**src/rtl/dma_pkg.sv**
```systemverilog
// dma_pkg: shared types and NASTI constants for the DMA mover
package dma_pkg;

   typedef enum logic [2:0] {
      S_IDLE,
      S_RD_ADDR,
      S_RD_DATA,
      S_WR_ADDR,
      S_WR_DATA,
      S_WR_RESP
   } state_t;

   localparam logic [1:0] RESP_OKAY   = 2'd0;
   localparam logic [1:0] RESP_SLVERR = 2'd2;
   localparam logic [1:0] BURST_INCR  = 2'b01;
   localparam int DEFAULT_MAX_BURST   = 8;

endpackage

```
**src/rtl/dma_burst_buf.sv**
```systemverilog
// dma_burst_buf: small synchronous FIFO holding one read burst until it is written out
module dma_burst_buf
   import dma_pkg::*;
#(
   parameter int DATA_WIDTH = 64,
   parameter int DEPTH      = DEFAULT_MAX_BURST
) (
   input  logic                  aclk,
   input  logic                  aresetn,
   input  logic                  clr_i,
   input  logic                  push_i,
   input  logic [DATA_WIDTH-1:0] din_i,
   input  logic                  pop_i,
   output logic [DATA_WIDTH-1:0] dout_o,
   output logic                  full_o,
   output logic                  empty_o
);
   localparam int PW = DEPTH > 1 ? $clog2(DEPTH) : 1;
   localparam int CW = $clog2(DEPTH + 1);

   logic [DATA_WIDTH-1:0] mem_q [DEPTH];
   logic [PW-1:0]         wr_q, rd_q;
   logic [CW-1:0]         cnt_q;
   logic                  do_push, do_pop;

   assign full_o  = cnt_q == CW'(DEPTH);
   assign empty_o = cnt_q == '0;
   assign do_push = push_i && !full_o;
   assign do_pop  = pop_i && !empty_o;
   assign dout_o  = mem_q[rd_q];

   // Pointers and fill level; clr_i empties the buffer between transfers
   always_ff @(posedge aclk or negedge aresetn) begin
      if (!aresetn) begin
         wr_q  <= '0;
         rd_q  <= '0;
         cnt_q <= '0;
      end else if (clr_i) begin
         wr_q  <= '0;
         rd_q  <= '0;
         cnt_q <= '0;
      end else begin
         if (do_push) wr_q <= (wr_q == PW'(DEPTH - 1)) ? '0 : wr_q + PW'(1);
         if (do_pop) rd_q <= (rd_q == PW'(DEPTH - 1)) ? '0 : rd_q + PW'(1);
         cnt_q <= cnt_q + CW'(do_push) - CW'(do_pop);
      end
   end

   // Storage array, no reset needed since occupancy is tracked separately
   always_ff @(posedge aclk) begin
      if (do_push) mem_q[wr_q] <= din_i;
   end

endmodule

```
**src/rtl/dma_mover.sv**
```systemverilog
// dma_mover: NASTI memory-to-memory copier, alternating one read burst and one write burst
module dma_mover
   import dma_pkg::*;
#(
   parameter int ADDR_WIDTH = 64,
   parameter int DATA_WIDTH = 64,
   parameter int MAX_BURST  = DEFAULT_MAX_BURST
) (
   input  logic                    aclk,
   input  logic                    aresetn,
   input  logic                    en_i,
   input  logic [ADDR_WIDTH-1:0]   from_addr_i,
   input  logic [ADDR_WIDTH-1:0]   to_addr_i,
   input  logic [ADDR_WIDTH-1:0]   length_i,
   output logic                    done_o,
   output logic                    error_o,
   output logic [ADDR_WIDTH-1:0]   ar_addr_o,
   output logic [7:0]              ar_len_o,
   output logic [2:0]              ar_size_o,
   output logic [1:0]              ar_burst_o,
   output logic                    ar_valid_o,
   input  logic                    ar_ready_i,
   input  logic [DATA_WIDTH-1:0]   r_data_i,
   input  logic [1:0]              r_resp_i,
   input  logic                    r_last_i,
   input  logic                    r_valid_i,
   output logic                    r_ready_o,
   output logic [ADDR_WIDTH-1:0]   aw_addr_o,
   output logic [7:0]              aw_len_o,
   output logic [2:0]              aw_size_o,
   output logic [1:0]              aw_burst_o,
   output logic                    aw_valid_o,
   input  logic                    aw_ready_i,
   output logic [DATA_WIDTH-1:0]   w_data_o,
   output logic [DATA_WIDTH/8-1:0] w_strb_o,
   output logic                    w_last_o,
   output logic                    w_valid_o,
   input  logic                    w_ready_i,
   input  logic [1:0]              b_resp_i,
   input  logic                    b_valid_i,
   output logic                    b_ready_o
);
   localparam int BYTES      = DATA_WIDTH / 8;
   localparam int SZ         = $clog2(BYTES);
   localparam int PAGE_BEATS = 4096 / BYTES;

   state_t                state_q, state_d;
   logic [ADDR_WIDTH-1:0] src_q, src_d, dst_q, dst_d, rem_q, rem_d;
   logic [12:0]           rcnt_q, rcnt_d, wcnt_q, wcnt_d;
   logic                  done_q, done_d, err_q, err_d;
   logic [12:0]           src_room, dst_room, rem_cap, c1, c2, n;
   logic                  buf_push, buf_pop, buf_clr, buf_full, buf_empty;
   logic [DATA_WIDTH-1:0] buf_dout;

   // Burst size: limited by MAX_BURST, both 4KB pages and the remaining beats
   assign src_room = 13'(PAGE_BEATS) - 13'(src_q[11:SZ]);
   assign dst_room = 13'(PAGE_BEATS) - 13'(dst_q[11:SZ]);
   assign rem_cap  = (rem_q > ADDR_WIDTH'(PAGE_BEATS)) ? 13'(PAGE_BEATS) : rem_q[12:0];
   assign c1       = (13'(MAX_BURST) < src_room) ? 13'(MAX_BURST) : src_room;
   assign c2       = (dst_room < c1) ? dst_room : c1;
   assign n        = (rem_cap < c2) ? rem_cap : c2;

   assign ar_addr_o  = src_q;
   assign ar_len_o   = 8'(n - 13'd1);
   assign ar_size_o  = 3'(SZ);
   assign ar_burst_o = BURST_INCR;
   assign aw_addr_o  = dst_q;
   assign aw_len_o   = 8'(n - 13'd1);
   assign aw_size_o  = 3'(SZ);
   assign aw_burst_o = BURST_INCR;
   assign w_data_o   = buf_dout;
   assign w_strb_o   = '1;
   assign w_last_o   = wcnt_q == n - 13'd1;
   assign done_o     = done_q;
   assign error_o    = err_q;

   dma_burst_buf #(.DATA_WIDTH(DATA_WIDTH), .DEPTH(MAX_BURST)) u_buf (
      .aclk    (aclk),
      .aresetn (aresetn),
      .clr_i   (buf_clr),
      .push_i  (buf_push),
      .din_i   (r_data_i),
      .pop_i   (buf_pop),
      .dout_o  (buf_dout),
      .full_o  (buf_full),
      .empty_o (buf_empty)
   );

   // Next-state and handshake outputs; read and write phases are strictly sequential
   always_comb begin
      state_d    = state_q;
      src_d      = src_q;
      dst_d      = dst_q;
      rem_d      = rem_q;
      rcnt_d     = rcnt_q;
      wcnt_d     = wcnt_q;
      err_d      = err_q;
      ar_valid_o = 1'b0;
      r_ready_o  = 1'b0;
      aw_valid_o = 1'b0;
      w_valid_o  = 1'b0;
      b_ready_o  = 1'b0;
      buf_push   = 1'b0;
      buf_pop    = 1'b0;
      buf_clr    = 1'b0;
      unique case (state_q)
         S_IDLE: begin
            buf_clr = 1'b1;
            if (en_i) begin
               src_d   = from_addr_i & ~ADDR_WIDTH'(BYTES - 1);
               dst_d   = to_addr_i & ~ADDR_WIDTH'(BYTES - 1);
               rem_d   = length_i >> SZ;
               err_d   = 1'b0;
               state_d = (rem_d == '0) ? S_IDLE : S_RD_ADDR;
            end
         end
         S_RD_ADDR: begin
            ar_valid_o = 1'b1;
            rcnt_d     = '0;
            wcnt_d     = '0;
            if (ar_ready_i) state_d = S_RD_DATA;
         end
         S_RD_DATA: begin
            r_ready_o = 1'b1;
            if (r_valid_i) begin
               buf_push = !buf_full;
               rcnt_d   = rcnt_q + 13'd1;
               if (r_resp_i != RESP_OKAY) err_d = 1'b1;
               if (r_last_i || rcnt_q == n - 13'd1) state_d = err_d ? S_IDLE : S_WR_ADDR;
            end
         end
         S_WR_ADDR: begin
            aw_valid_o = 1'b1;
            if (aw_ready_i) state_d = S_WR_DATA;
         end
         S_WR_DATA: begin
            w_valid_o = !buf_empty;
            if (w_valid_o && w_ready_i) begin
               buf_pop = 1'b1;
               wcnt_d  = wcnt_q + 13'd1;
               if (w_last_o) state_d = S_WR_RESP;
            end
         end
         S_WR_RESP: begin
            b_ready_o = 1'b1;
            if (b_valid_i) begin
               src_d = src_q + (ADDR_WIDTH'(n) << SZ);
               dst_d = dst_q + (ADDR_WIDTH'(n) << SZ);
               rem_d = rem_q - ADDR_WIDTH'(n);
               if (b_resp_i != RESP_OKAY) err_d = 1'b1;
               state_d = (err_d || rem_d == '0) ? S_IDLE : S_RD_ADDR;
            end
         end
         default: state_d = S_IDLE;
      endcase
      done_d = (state_d == S_IDLE) && !(state_q == S_IDLE && en_i);
   end

   // Control state; reset abandons any burst in flight
   always_ff @(posedge aclk or negedge aresetn) begin
      if (!aresetn) begin
         state_q <= S_IDLE;
         rcnt_q  <= '0;
         wcnt_q  <= '0;
         done_q  <= 1'b1;
         err_q   <= 1'b0;
      end else begin
         state_q <= state_d;
         rcnt_q  <= rcnt_d;
         wcnt_q  <= wcnt_d;
         done_q  <= done_d;
         err_q   <= err_d;
      end
   end

   // Transfer addresses and remaining beat count
   always_ff @(posedge aclk) begin
      src_q <= src_d;
      dst_q <= dst_d;
      rem_q <= rem_d;
   end

endmodule
```
**config.mk**
```make
export PLATFORM = sky130hd
export DESIGN_NAME = dma_mover
export DESIGN_NICKNAME = d
export VERILOG_FILES = /design/src/rtl/dma_pkg.sv /design/src/rtl/dma_burst_buf.sv /design/src/rtl/dma_mover.sv
export SDC_FILE = /design/constraint.sdc
export NUM_CORES = 1
export LEC_CHECK = 0
export ABC_AREA = 0
export CAP_MARGIN = 20
export CORE_MARGIN = 8
export CORE_UTILIZATION = 56
export DETAILED_ROUTE_END_ITERATION = 10
export GPL_TIMING_DRIVEN = 0
export PLACE_DENSITY_LB_ADDON = 0.2
export RECOVER_POWER = 50
export SLEW_MARGIN = 10
export SYNTH_ARGS = -nofsm -noshare
export SYNTH_HDL_FRONTEND = slang
export SYNTH_HIERARCHICAL = 1
export SYNTH_SLANG_ARGS = --single-unit
```
**constraint.sdc**
```tcl
create_clock -name aclk -period 13.3 [get_ports aclk]
set_clock_uncertainty 0.15 [all_clocks]
set_input_delay 2.66 -clock aclk [delete_from_list [all_inputs] [get_ports aclk]]
set_output_delay 2.66 -clock aclk [all_outputs]
set_load 0.1 [all_outputs]
```
# Word level (Yosys, flattened, before mapping)
# Memories as Yosys holds them, arrays and structs flattened.
# Index checks and enable logic that the tools add are counted.
# totals
in_bits	269
out_inout_bits	234
ram_bits	512
register_bits	233
mem_count	1
word_cells	127
# mem_list
memory	words	width	read_ports	rd_ports_with_merged_regs	wr	line_no	source
u_buf.mem_q	8	64	1	0	1	dma_burst_buf.sv:21	logic [DATA_WIDTH-1:0] mem_q [DEPTH];
# classes
n_addsub	12
n_lt_le_gt_ge	4
reduce_logical	27
eq_ne	14
muxes	58
# ops
cell	n
64-bit 2-to-1 mux	6
64-bit case mux with 2 select lines	3
64-bit by 16-bit adder with 64-bit output	2
64-bit zero test	2
13-bit 2-to-1 mux	6
64-bit by 10-bit > comparator with 1-bit output, second input constant	1
64-bit by 13-bit subtractor with 64-bit output	1
13-bit case mux with 2 select lines	2
3-bit 2-to-1 mux	14
13-bit by 1-bit adder with 13-bit output, second input constant	2
13-bit == test	2
13-bit < comparator	2
1-bit 2-to-1 mux	23
10-bit by 9-bit subtractor with 11-bit output, first input constant	2
3-bit case mux with 6 select lines	1
2-bit nonzero test	7
4-bit by 13-bit < comparator with 1-bit output, first input constant	1
13-bit by 1-bit subtractor with 13-bit output, second input constant	1
3-bit == test, second input constant	4
2-bit inequality test, second input constant	4
3-bit by 1-bit adder with 3-bit output, second input constant	2
3-bit by 2-bit == test with 1-bit output, second input constant	2
3-bit zero test	2
1-bit logical AND	5
14 further kinds	18

# Logic depth before layout (Yosys ltp)
# logic_depth
word_depth	15
mapped_depth	41
mapped_depth_nobuf	36

# Modules after synthesis
# The synthesis kept the hierarchy.
# by_module_without_submodules
mod	cells_each	n_inst	area_each_um2	seq_area_each_um2
dma_burst_buf	814	1	19877.8	15625.0
dma_mover	1892	1	16610.9	6362.4

# Least setup slack after synthesis
# Ideal clock, no wire load.
# synth_timing
path_type	register -> output
startpoint	reg src_q[3] (netlist: ar_addr_o[3])
endpoint	out aw_len_o[2]
required_time_ns	10.490
arrival_ns	8.829
path_stages_with_launch	27
path_buffers	5
slack_ns	1.661
path_cell_list	edfxtp_1 -> clkbuf_1 -> inv_1 -> ha_1 -> nor3_1 -> o21ai_0 -> a32oi_1 -> and3b_1 -> nand2_1 -> ha_1 -> a41oi_1 -> o21ai_1 -> a2111oi_0 -> and2_1 -> buf_1 -> nand2_1 -> ha_1 -> a21o_1 -> a211o_1 -> and2_1 -> or2_2 -> clkbuf_1 -> a32o_1 -> ha_1 -> clkbuf_1 -> xnor2_1 -> buf_4
# synth_via
elab_chain_len	8
# synth_rtl
item	line_no	source
start, declared	dma_mover.sv:48	logic [ADDR_WIDTH-1:0] src_q, src_d, dst_q, dst_d, rem_q, rem_d;
start signal, assigned	dma_mover.sv:178	src_q <= src_d;
10-bit by 9-bit subtractor with 11-bit output *	dma_mover.sv:56	assign src_room = 13'(PAGE_BEATS) - 13'(src_q[11:SZ]);
4-bit by 13-bit < comparator with 1-bit output	dma_mover.sv:59	assign c1 = (13'(MAX_BURST) < src_room) ? 13'(MAX_BURST) : src_room;
13-bit 2-to-1 mux *	dma_mover.sv:59	
13-bit < comparator	dma_mover.sv:60	assign c2 = (dst_room < c1) ? dst_room : c1;
13-bit 2-to-1 mux *	dma_mover.sv:60	
13-bit < comparator	dma_mover.sv:61	assign n = (rem_cap < c2) ? rem_cap : c2;
13-bit 2-to-1 mux *	dma_mover.sv:61	
13-bit by 1-bit subtractor with 13-bit output *	--	
end, declared	dma_mover.sv:29	output logic [7:0] aw_len_o,
# Mark *: on every way between the ends. The rest lies on a longest branch, timed or not.

# Final worst setup path
# layout_timing
startpoint	reg src_q[3] (netlist: ar_addr_o[3])
endpoint	out w_last_o
# layout_via
elab_chain_len	9
# layout_rtl
item	line_no	source
10-bit by 9-bit subtractor with 11-bit output *	dma_mover.sv:56	
4-bit by 13-bit < comparator with 1-bit output	dma_mover.sv:59	
13-bit 2-to-1 mux *	dma_mover.sv:59	
13-bit < comparator	dma_mover.sv:60	
13-bit 2-to-1 mux *	dma_mover.sv:60	
13-bit < comparator	dma_mover.sv:61	
13-bit 2-to-1 mux *	dma_mover.sv:61	
13-bit by 1-bit subtractor with 13-bit output *	dma_mover.sv:73	assign w_last_o = wcnt_q == n - 13'd1;
13-bit == test *	dma_mover.sv:73	
end, declared	dma_mover.sv:36	output logic w_last_o,
# Marks and branches as above.

==> out/results.ini <==
[synthesis]
yosys.area.top_type=edfxtp_1
synth_flop_cell=edfxtp_1
synthCells=2706
synthDistinctLibCells=95
netlist_top_cells_area=edfxtp_1, mux4_2, nand2_1
synth_most_common_cell=edfxtp_1
ys_seq_elements=739
synthArstFlopShare_pct=5.55
synth_top_area_share_pct=57.4
synth-edff-count=698
synth_common_cells=edfxtp_1, nand2_1, o21ai_0
avgSynthCellArea_um2=13.5
yosys_warnings=6
ys_seq_area_share_pct=60.3
syn-cell-area_um2=36500

[setup_path]
slowest_delay_ps=540
crit_fanout=10
critPathSlowestCell=a2111oi_2
path_buf_inv=8
r2r_slack_ps=2680
crit_path_end=w_last_o
path_common_cell=ha_1
cp_num_cells=36
r2r-start=ar_addr_o[3]
startpoint=ar_addr_o[3]
reg2regPathDepth=37
crit_family=compound AO/OA/AOI/OAI gates
start_kind=flip-flop
reg2reg_to=done_o
path_class=reg -> out
worst-endpoint-arrival_ps=9920
cp-end-kind=primary output
worst_ep_required_time_ps=10490

[sta]
period_minus_slack_ps=12730
setup-violations-final=0
finalHoldViolCount=0
holdWs_ps=424
fmax_ghz=0.0785
slew_viol_final=82
finalCritPeriodShare_pct=95.7
relSlewSlack_pct=-28.5
fin_tns_setup_ps=0
worst_slew_pin_slew_ps=1930

[pwr]
ir_worst_vdd_mv=0.158
p_total_w=0.00851
p_leak_nw=15.7
power_density_nw_per_um2=187

[hold_path]
hold_path_class=reg -> reg

[route]
drc=0
drtIter0Drc=2814
drt-total-wl_mm=115
drt-vias-per-instance=6.22
ant_nets=0
dr.pass1.iters=7
via_count=26800
routedWlPerCell_um=26.7

[die]
fp-row-count=93
ios=503
die_w_um=271
core_um2=64500
die_area_um2=73600
dieHeight_um=271
initial_core_util_pct=56.6

[final_layout]
layout-drive-gt1-share_pct=13.9
nNetsFinal=3703
final-seq-area_um2=22000
nFillCells=4341
final_cells=4300
syn_to_final_growth_pct=24.9
multiInputGateArea_um2=13500

[clock_tree]
clock_sinks=739
post_cts_buffers=0
ctsLongestPathBuffers=3
numCtsBuffers=80
cts_hold_buf=0
clkTransAtPathRegs_ps=60
clockRootBuffer=clkbuf_16
clock_latency_ps=670
tritoncts=done
cts_max_level=3

[grt]
grt_max_degree=63
antenna_found_initial=24
grt_util_all_layers_pct=30.3
grt_overflow=0
grt_pass1_wl_mm=170
first_global_vias=26600

[outcome]
violations=capacitance limit, slew limit
status=finished with violations

[placed_design]
dpl.hpwl_mm=84.5
placedCellCount=4131
gp_congestion=0.958
numPortBuffers=469

[run]
cap_violations=5

==> cell families (layout without fill, tap and decap cells) <==
logic type               after synthesis  count (layout)  share of synthesized area, %
other                                  2              57                        0.0206
flip-flops                           739             739                          60.3
AND/OR/NAND/NOR                      859             859                          11.9
XOR/XNOR                             177             177                          4.42
buffers and inverters                233             917                          3.06
adder cells (fa/ha/maj)               75              75                          2.65
multiplexers                         216             216                          10.6
AO/OA/AOI/OAI                        405             405                          7.12
==> power by group <==
group | internal, W | switching, W | leakage (nW)
combinational | 0.000883 | 0.00238 | 7.58
sequential | 0.00286 | 0.000236 | 6.91
clock | 0.00119 | 0.000969 | 1.22
==> flip-flops by register name, indices dropped and copies added, names as in the netlist, 3 cells and up <==
name,count
ar_addr_o,61
aw_addr_o,61
rcnt_q,13
rem_q,64
state_q,3
u_buf/cnt_q,4
u_buf/mem_q,512
u_buf/rd_q,3
u_buf/wr_q,3
wcnt_q,13
==> worst min path at each step <==
stage	from	endpoint	slack [ps]	depth (start not counted)
after floorplan	rcnt_q[5]	rcnt_q[5]	370	2
after global placement	rcnt_q[5]	rcnt_q[5]	390	2
after global routing	error_o	error_o	450	2
final	rcnt_q[0]	rcnt_q[0]	420	1
after detailed placement	error_o	error_o	420	2
after CTS	rcnt_q[5]	rcnt_q[5]	430	2
==> routing by layer <==
layer  wire, µm  track usage [%]  part of all wire, %
met1      44300             39.2                   39
met2      56000             49.9                   49
met3       9950             6.50                  8.7
met4       4520             11.8                  3.9
met5         61                0                0.053
==> timing repair <==
item                                    4_1_cts  5_1_grt
resized for setup                             3        6
cloned                                        0        0
endpoints found under the setup margin        1        5
==> through the flow <==
step	setup WS [ps]	instance area (µm²)	utilization, %
after floorplan	1660	36600	-
after global placement	-3540	42400	65.8
after detailed placement	232	43200	67.1
after CTS	30.0	45800	71.1
after global routing	-28.8	45600	70.7
final	566	45600	70.7
==> placed cells by master, fill, tap and decap left out, drive strengths merged, types with 16 or more instances in the layout <==
cell | synthesis | routed
clkbuf | 73 | 195
edfxtp | 698 | 698
o21ai | 180 | 180
nand2 | 297 | 297
a31oi | 29 | 29
xor2 | 50 | 50
nor3b | 19 | 19
mux2 | 73 | 73
ha | 71 | 71
nand3 | 58 | 58
buf | 73 | 111
clkdlybuf4s50 | 0 | 385
conb | 2 | 39
nor3 | 64 | 64
and3 | 48 | 48
diode | 0 | 18
nand4 | 41 | 41
xnor2 | 123 | 123
nor4 | 77 | 77
nor2 | 128 | 128
a31o | 16 | 16
mux4 | 128 | 128
a21oi | 64 | 64
clkinv | 1 | 46
inv | 86 | 87
dfrtp | 40 | 40
dlygate4sd3 | 0 | 82
or3 | 29 | 29
==> cell type report <==
class                      instances  share of cell area, %
tap                              855                   2.35
clock inverter                    57                   1.15
sequential                       739                   48.2
inverter                          87                  0.716
clock buffer                      93                   4.50
multi-input combinational       1771                   29.7
antenna                           18                 0.0988
timing repair buffer             534                   11.5
buffer                           146                   1.73
No activity file was read; power rests on OpenSTA's default activity.
